[src/rtl/e203_ifu_ift2mem.sv]
// Instruction fetch bridge: turns ifetch REQ/RSP handshakes into word reads on a
// read-only ICB port, stitching halfword-aligned fetches and reusing a leftover halfword.
module e203_ifu_ift2mem #(
  parameter int PC_SIZE = 32
) (
  input  logic               clk,
  input  logic               rst_n,
  input  logic               ifu_req_valid,
  output logic               ifu_req_ready,
  input  logic [PC_SIZE-1:0] ifu_req_pc,
  input  logic               ifu_req_seq,
  output logic               ifu_rsp_valid,
  input  logic               ifu_rsp_ready,
  output logic               ifu_rsp_err,
  output logic [31:0]        ifu_rsp_instr,
  output logic               icb_cmd_valid,
  input  logic               icb_cmd_ready,
  output logic [PC_SIZE-1:0] icb_cmd_addr,
  input  logic               icb_rsp_valid,
  output logic               icb_rsp_ready,
  input  logic               icb_rsp_err,
  input  logic [31:0]        icb_rsp_rdata
);

  typedef enum logic [2:0] {
    IDLE = 3'd0,
    CMD1 = 3'd1,
    RSP1 = 3'd2,
    CMD2 = 3'd3,
    RSP2 = 3'd4,
    OUT  = 3'd5
  } state_t;

  localparam logic [PC_SIZE-1:0] HALF_STEP = PC_SIZE'(32'd2);
  localparam logic [PC_SIZE-1:0] WORD_STEP = PC_SIZE'(32'd4);

  state_t             state_r, state_nxt_s;
  logic [PC_SIZE-1:0] addr_r;
  logic [PC_SIZE-1:0] lo_tag_r;
  logic [15:0]        lo_half_r;
  logic               lo_vld_r;
  logic               miss_r;
  logic               cmd_valid_r;
  logic               rsp_valid_r;
  logic               err_r;
  logic [31:0]        instr_r;
  logic               req_hsk_s, cmd_hsk_s, rsp_hsk_s, out_hsk_s, hit_s;

  assign ifu_req_ready = (state_r == IDLE);
  assign icb_rsp_ready = (state_r == RSP1) || (state_r == RSP2);
  assign req_hsk_s     = ifu_req_valid & ifu_req_ready;
  assign cmd_hsk_s     = cmd_valid_r & icb_cmd_ready;
  assign rsp_hsk_s     = icb_rsp_valid & icb_rsp_ready;
  assign out_hsk_s     = rsp_valid_r & ifu_rsp_ready;
  // A non-sequential request never hits, whatever the buffer holds.
  assign hit_s = ifu_req_pc[1] & ifu_req_seq & lo_vld_r & (ifu_req_pc == lo_tag_r);

  assign icb_cmd_valid = cmd_valid_r;
  assign icb_cmd_addr  = addr_r;
  assign ifu_rsp_valid = rsp_valid_r;
  assign ifu_rsp_err   = err_r;
  assign ifu_rsp_instr = instr_r;

  // Next-state logic for the fetch sequencer.
  always_comb begin
    state_nxt_s = state_r;
    case (state_r)
      IDLE: begin
        if (req_hsk_s) state_nxt_s = hit_s ? CMD2 : CMD1;
        else           state_nxt_s = IDLE;
      end
      CMD1: begin
        if (cmd_hsk_s) state_nxt_s = RSP1;
        else           state_nxt_s = CMD1;
      end
      RSP1: begin
        if (rsp_hsk_s) state_nxt_s = (icb_rsp_err || !miss_r) ? OUT : CMD2;
        else           state_nxt_s = RSP1;
      end
      CMD2: begin
        if (cmd_hsk_s) state_nxt_s = RSP2;
        else           state_nxt_s = CMD2;
      end
      RSP2: begin
        if (rsp_hsk_s) state_nxt_s = OUT;
        else           state_nxt_s = RSP2;
      end
      OUT: begin
        if (out_hsk_s) state_nxt_s = IDLE;
        else           state_nxt_s = OUT;
      end
      default: state_nxt_s = IDLE;
    endcase
  end

  // State register and registered handshake valids.
  always_ff @(posedge clk or negedge rst_n) begin
    if (!rst_n) begin
      state_r     <= IDLE;
      cmd_valid_r <= 1'b0;
      rsp_valid_r <= 1'b0;
    end else begin
      state_r     <= state_nxt_s;
      cmd_valid_r <= (state_nxt_s == CMD1) || (state_nxt_s == CMD2);
      rsp_valid_r <= (state_nxt_s == OUT);
    end
  end

  // Fetch address, instruction assembly, error flag and leftover-halfword buffer.
  always_ff @(posedge clk or negedge rst_n) begin
    if (!rst_n) begin
      addr_r    <= {PC_SIZE{1'b0}};
      lo_tag_r  <= {PC_SIZE{1'b0}};
      lo_half_r <= 16'h0000;
      lo_vld_r  <= 1'b0;
      miss_r    <= 1'b0;
      err_r     <= 1'b0;
      instr_r   <= 32'h0000_0000;
    end else if (req_hsk_s) begin
      err_r  <= 1'b0;
      miss_r <= ifu_req_pc[1] & ~hit_s;
      if (hit_s) begin
        addr_r  <= ifu_req_pc + HALF_STEP;
        instr_r <= {16'h0000, lo_half_r};
      end else begin
        addr_r  <= {ifu_req_pc[PC_SIZE-1:2], 2'b00};
      end
      if (!ifu_req_seq) lo_vld_r <= 1'b0;
    end else if (rsp_hsk_s) begin
      if (icb_rsp_err) begin
        err_r    <= 1'b1;
        instr_r  <= 32'h0000_0000;
        lo_vld_r <= 1'b0;
      end else begin
        lo_half_r <= icb_rsp_rdata[31:16];
        lo_tag_r  <= addr_r + HALF_STEP;
        lo_vld_r  <= 1'b1;
        // The second beat always supplies the upper halfword.
        if (state_r == RSP2) begin
          instr_r[31:16] <= icb_rsp_rdata[15:0];
        end else if (miss_r) begin
          instr_r[15:0] <= icb_rsp_rdata[31:16];
          addr_r        <= addr_r + WORD_STEP;
        end else begin
          instr_r <= icb_rsp_rdata;
        end
      end
    end
  end

endmodule
[config.mk]
export PLATFORM = sky130hd
export DESIGN_NAME = e203_ifu_ift2mem
export DESIGN_NICKNAME = d
export VERILOG_FILES = /design/src/rtl/e203_ifu_ift2mem.sv
export SDC_FILE = /design/constraint.sdc
export NUM_CORES = 1
export LEC_CHECK = 0
export ABC_AREA = 1
export CAP_MARGIN = 10
export CORE_MARGIN = 2
export CORE_UTILIZATION = 59
export DETAILED_ROUTE_END_ITERATION = 12
export PLACE_DENSITY = 0.87
export SLEW_MARGIN = 10
export SYNTH_ARGS = -nofsm -noshare
export SYNTH_HDL_FRONTEND = slang
export SYNTH_SLANG_ARGS = --single-unit
export TNS_END_PERCENT = 5
[constraint.sdc]
create_clock -name clk -period 3.8 [get_ports clk]
set_input_delay 0.76 -clock clk [delete_from_list [all_inputs] [get_ports clk]]
set_output_delay 0.76 -clock clk [all_outputs]
set_load 0.02 [all_outputs]
==> results.json <==
{
  "cts-root-buf": "clkbuf_16",
  "skew_ns": 0.008399,
  "detail-route-antenna-nets": 0,
  "drt-total-wl_um": 29480,
  "rsz0062_at_grt": "no",
  "yosys_warnings": 0,
  "synth_cell_type_count": 40,
  "die_y_um": 125.5,
  "power_per_cell_area_nw_per_um2": 718.5,
  "hold_viol": 0,
  "initial_utilization_pct": 60.12,
  "switching_power_uw": 3493,
  "wl_per_cell_um": 17.39,
  "syn_avg_cell_area_um2": 6.326,
  "required_ns": 4.08,
  "cts.path.max_buffers": 2,
  "rows": 44,
  "layout_worst_path_cycle_share_pct": 80.86,
  "min_path_type": "in2async",
  "synthArstFlopShare_pct": 100.0,
  "diodes": 0,
  "most-common-layout-cells": "nand2_1 (473), inv_1 (171), nor2_1 (149)",
  "r2r_setup_slack_ns": 0.86,
  "cts.htree.levels": 4,
  "cts_tree": "yes",
  "synth-edff-count": 0,
  "io_pins": 141,
  "reg2reg_depth": 9,
  "drc": 0,
  "ys_seq_elements": 120,
  "clkLatencyLatePin_ns": 0.42,
  "cts_setup_buffers": 0,
  "slew_viol_final": 0,
  "p_leak_uw": 0.005272,
  "final_util_pct": 74.65,
  "vias": 9681,
  "start_kind": "input pin",
  "switching_share_pct": 44.98,
  "clk_pin_slew_ns": 0.06,
  "pwr-share-comb_pct": 46.6,
  "grt_max_degree": 65,
  "dp_hpwl_um": 21810,
  "setup_viol": 0,
  "arrival_ns": 3.35,
  "startpoint": "ifu_req_pc[1]",
  "cts_sinks": 120,
  "worstReg2RegStart": "state_r[0]",
  "cts_hold_buf": 0,
  "die_x_um": 125.5,
  "clkPwrFrac_pct": 20.9,
  "crit_path_end_kind": "flip-flop",
  "maxCapViolCount": 0,
  "cts_resized": 0,
  "p_int_uw": 4273,
  "fmax_mhz": 325.5,
  "r2r-end": "lo_tag_r[10]",
  "nets": 1573,
  "antenna_found_initial": 0,
  "synthFlopType": "dfrtp_1",
  "yosysSeqAreaShare_pct": 34.50,
  "drt-vias-per-instance": 5.712,
  "fin_tns_setup_ns": 0,
  "maxSlewHeadroom_pct": 34.54,
  "grt_pass1_wl_um": 46030,
  "grt_overflow": 0,
  "syn_nets": 1451,
  "gr-usage-all-layers_pct": 37.18,
  "core_um2": 14480,
  "area_growth_pct": 24.18,
  "dieArea_um2": 15740,
  "status": "finished, final reports clean",
  "drtIter0Drc": 1584,
  "tightestPinTransition_ns": 0.9805,
  "peakVddDrop_mv": 0.5064,
  "grt_pass1_vias": 8604,
  "critical_path_peak_fanout": 32,
  "syn_inst": 1376,
  "seqCellArea_um2": 3003,
  "io_buffers": 140,
  "period_needed_ns": 3.072,
  "cts_made_buffers": 17,
  "drive_gt1_share_pct": 5.096,
  "nFillCells": 1185,
  "multi_input_area_um2": 4737,
  "place_congestion": 1.033,
  "critical_path_class": "in2reg",
  "seq_power_share_pct": 32.4,
  "first_pass_iters": 5,
  "syn_area_um2": 8705,
  "layout_commonest_cell": "nand2_1"
}
[power groups by stage]
stage	clock network (uW)	logic (uW)	registers, uW
floorplan	0	1850	2710
global placement	0	3430	2470
detailed placement	0	3520	2490
CTS	1620	3580	2480
global route	1690	3950	2580
finish	1630	3620	2520
[state kept, by name (all words and copies together), names as in the netlist, 3 cells and up]
| signal | cells |
|---|---|
| icb_cmd_addr | 32 |
| ifu_rsp_instr | 32 |
| lo_half_r | 16 |
| lo_tag_r | 32 |
| state_r | 3 |
[per-layer routing]
layer / global-route usage (%) / wire (um)
met2: 54.53 / 12620
met1: 55.20 / 12240
met4: 10.13 / 701
met5: 0 / 0
met3: 8.729 / 3921
[final cells by class]
| type | instances | area share (%) |
|---|---|---|
| multi-input combinational | 1016 | 43.82 |
| sequential | 120 | 27.78 |
| timing repair buffer | 156 | 14.28 |
| inverter | 187 | 6.494 |
| clock buffer | 18 | 3.970 |
| tap | 184 | 2.130 |
| clock inverter | 14 | 1.516 |
[worst max path at each step]
stage                   endpoint  slack [ns]  depth (start not counted)
3_3_place_gp    ifu_rsp_instr[8]        0.50                         14
4_1_cts         ifu_rsp_instr[5]        0.76                         14
3_5_place_dp   ifu_rsp_instr[10]        0.39                         14
2_1_floorplan  ifu_rsp_instr[12]        1.73                         14
6_report        ifu_rsp_instr[5]        0.73                         14
5_1_grt             lo_tag_r[10]        0.52                          9
[synth_stat cells, types with 2 or more instances]
master	count	share of area, %
a211oi_1	16	1.4
a21oi_1	25	1.4
a22oi_1	16	1.4
a31oi_1	4	0.29
buf_1	4	0.17
buf_2	25	1.4
buf_4	3	0.26
buf_6	3	0.39
clkbuf_1	17	0.73
dfrtp_1	120	34
ha_1	3	0.43
inv_1	171	7.4
inv_2	16	0.69
nand2_1	473	20
nand2_2	4	0.29
nand3_1	88	5.1
nand3_2	2	0.23
nand3b_1	4	0.34
nand4_1	13	0.93
nor2_1	150	6.5
nor2_2	3	0.22
nor3_1	18	1.0
nor4_1	3	0.22
o21ai_0	85	4.9
o21ai_1	31	1.8
o221ai_1	2	0.20
o22ai_1	7	0.50
xnor2_1	11	1.1
xor2_1	48	4.8
[per-stage QoR]
step	cells	instance area, um^2	setup WS (ns)	hold WS, ns	power [uW]
floorplan	1376	8705	1.727	0.4540	4553
global placement	1663	10220	0.4958	0.4659	5905
detailed placement	1663	10220	0.3913	0.4735	6012
CTS	1695	10810	0.7603	0.4427	7687
global route	1695	10810	0.5206	0.4632	8222
finish	1695	10810	0.7275	0.4131	7767
[worst max-delay path: stages]
cell	delay, ns
clkdlybuf4s50_1	0.65
inv_2	0.11
nand2_1	0.07
nand2_1	0.06
nor2_2	0.16
inv_2	0.04
nor2_1	0.09
nand2_1	0.07
nor2_2	0.14
nand3_2	0.37
nand2_1	0.25
nand2_2	0.33
nand2_1	0.17
o21ai_1	0.09
[logic make-up after synthesis]
logic type	synth area share, %
flip-flops	34.50
adder cells (fa/ha/maj)	0.4313
XOR/XNOR	5.936
buffers and inverters	11.11
AO/OA/AOI/OAI	12.51
AND/OR/NAND/NOR	35.52
Note: power is estimated with default switching activity, not from simulation.
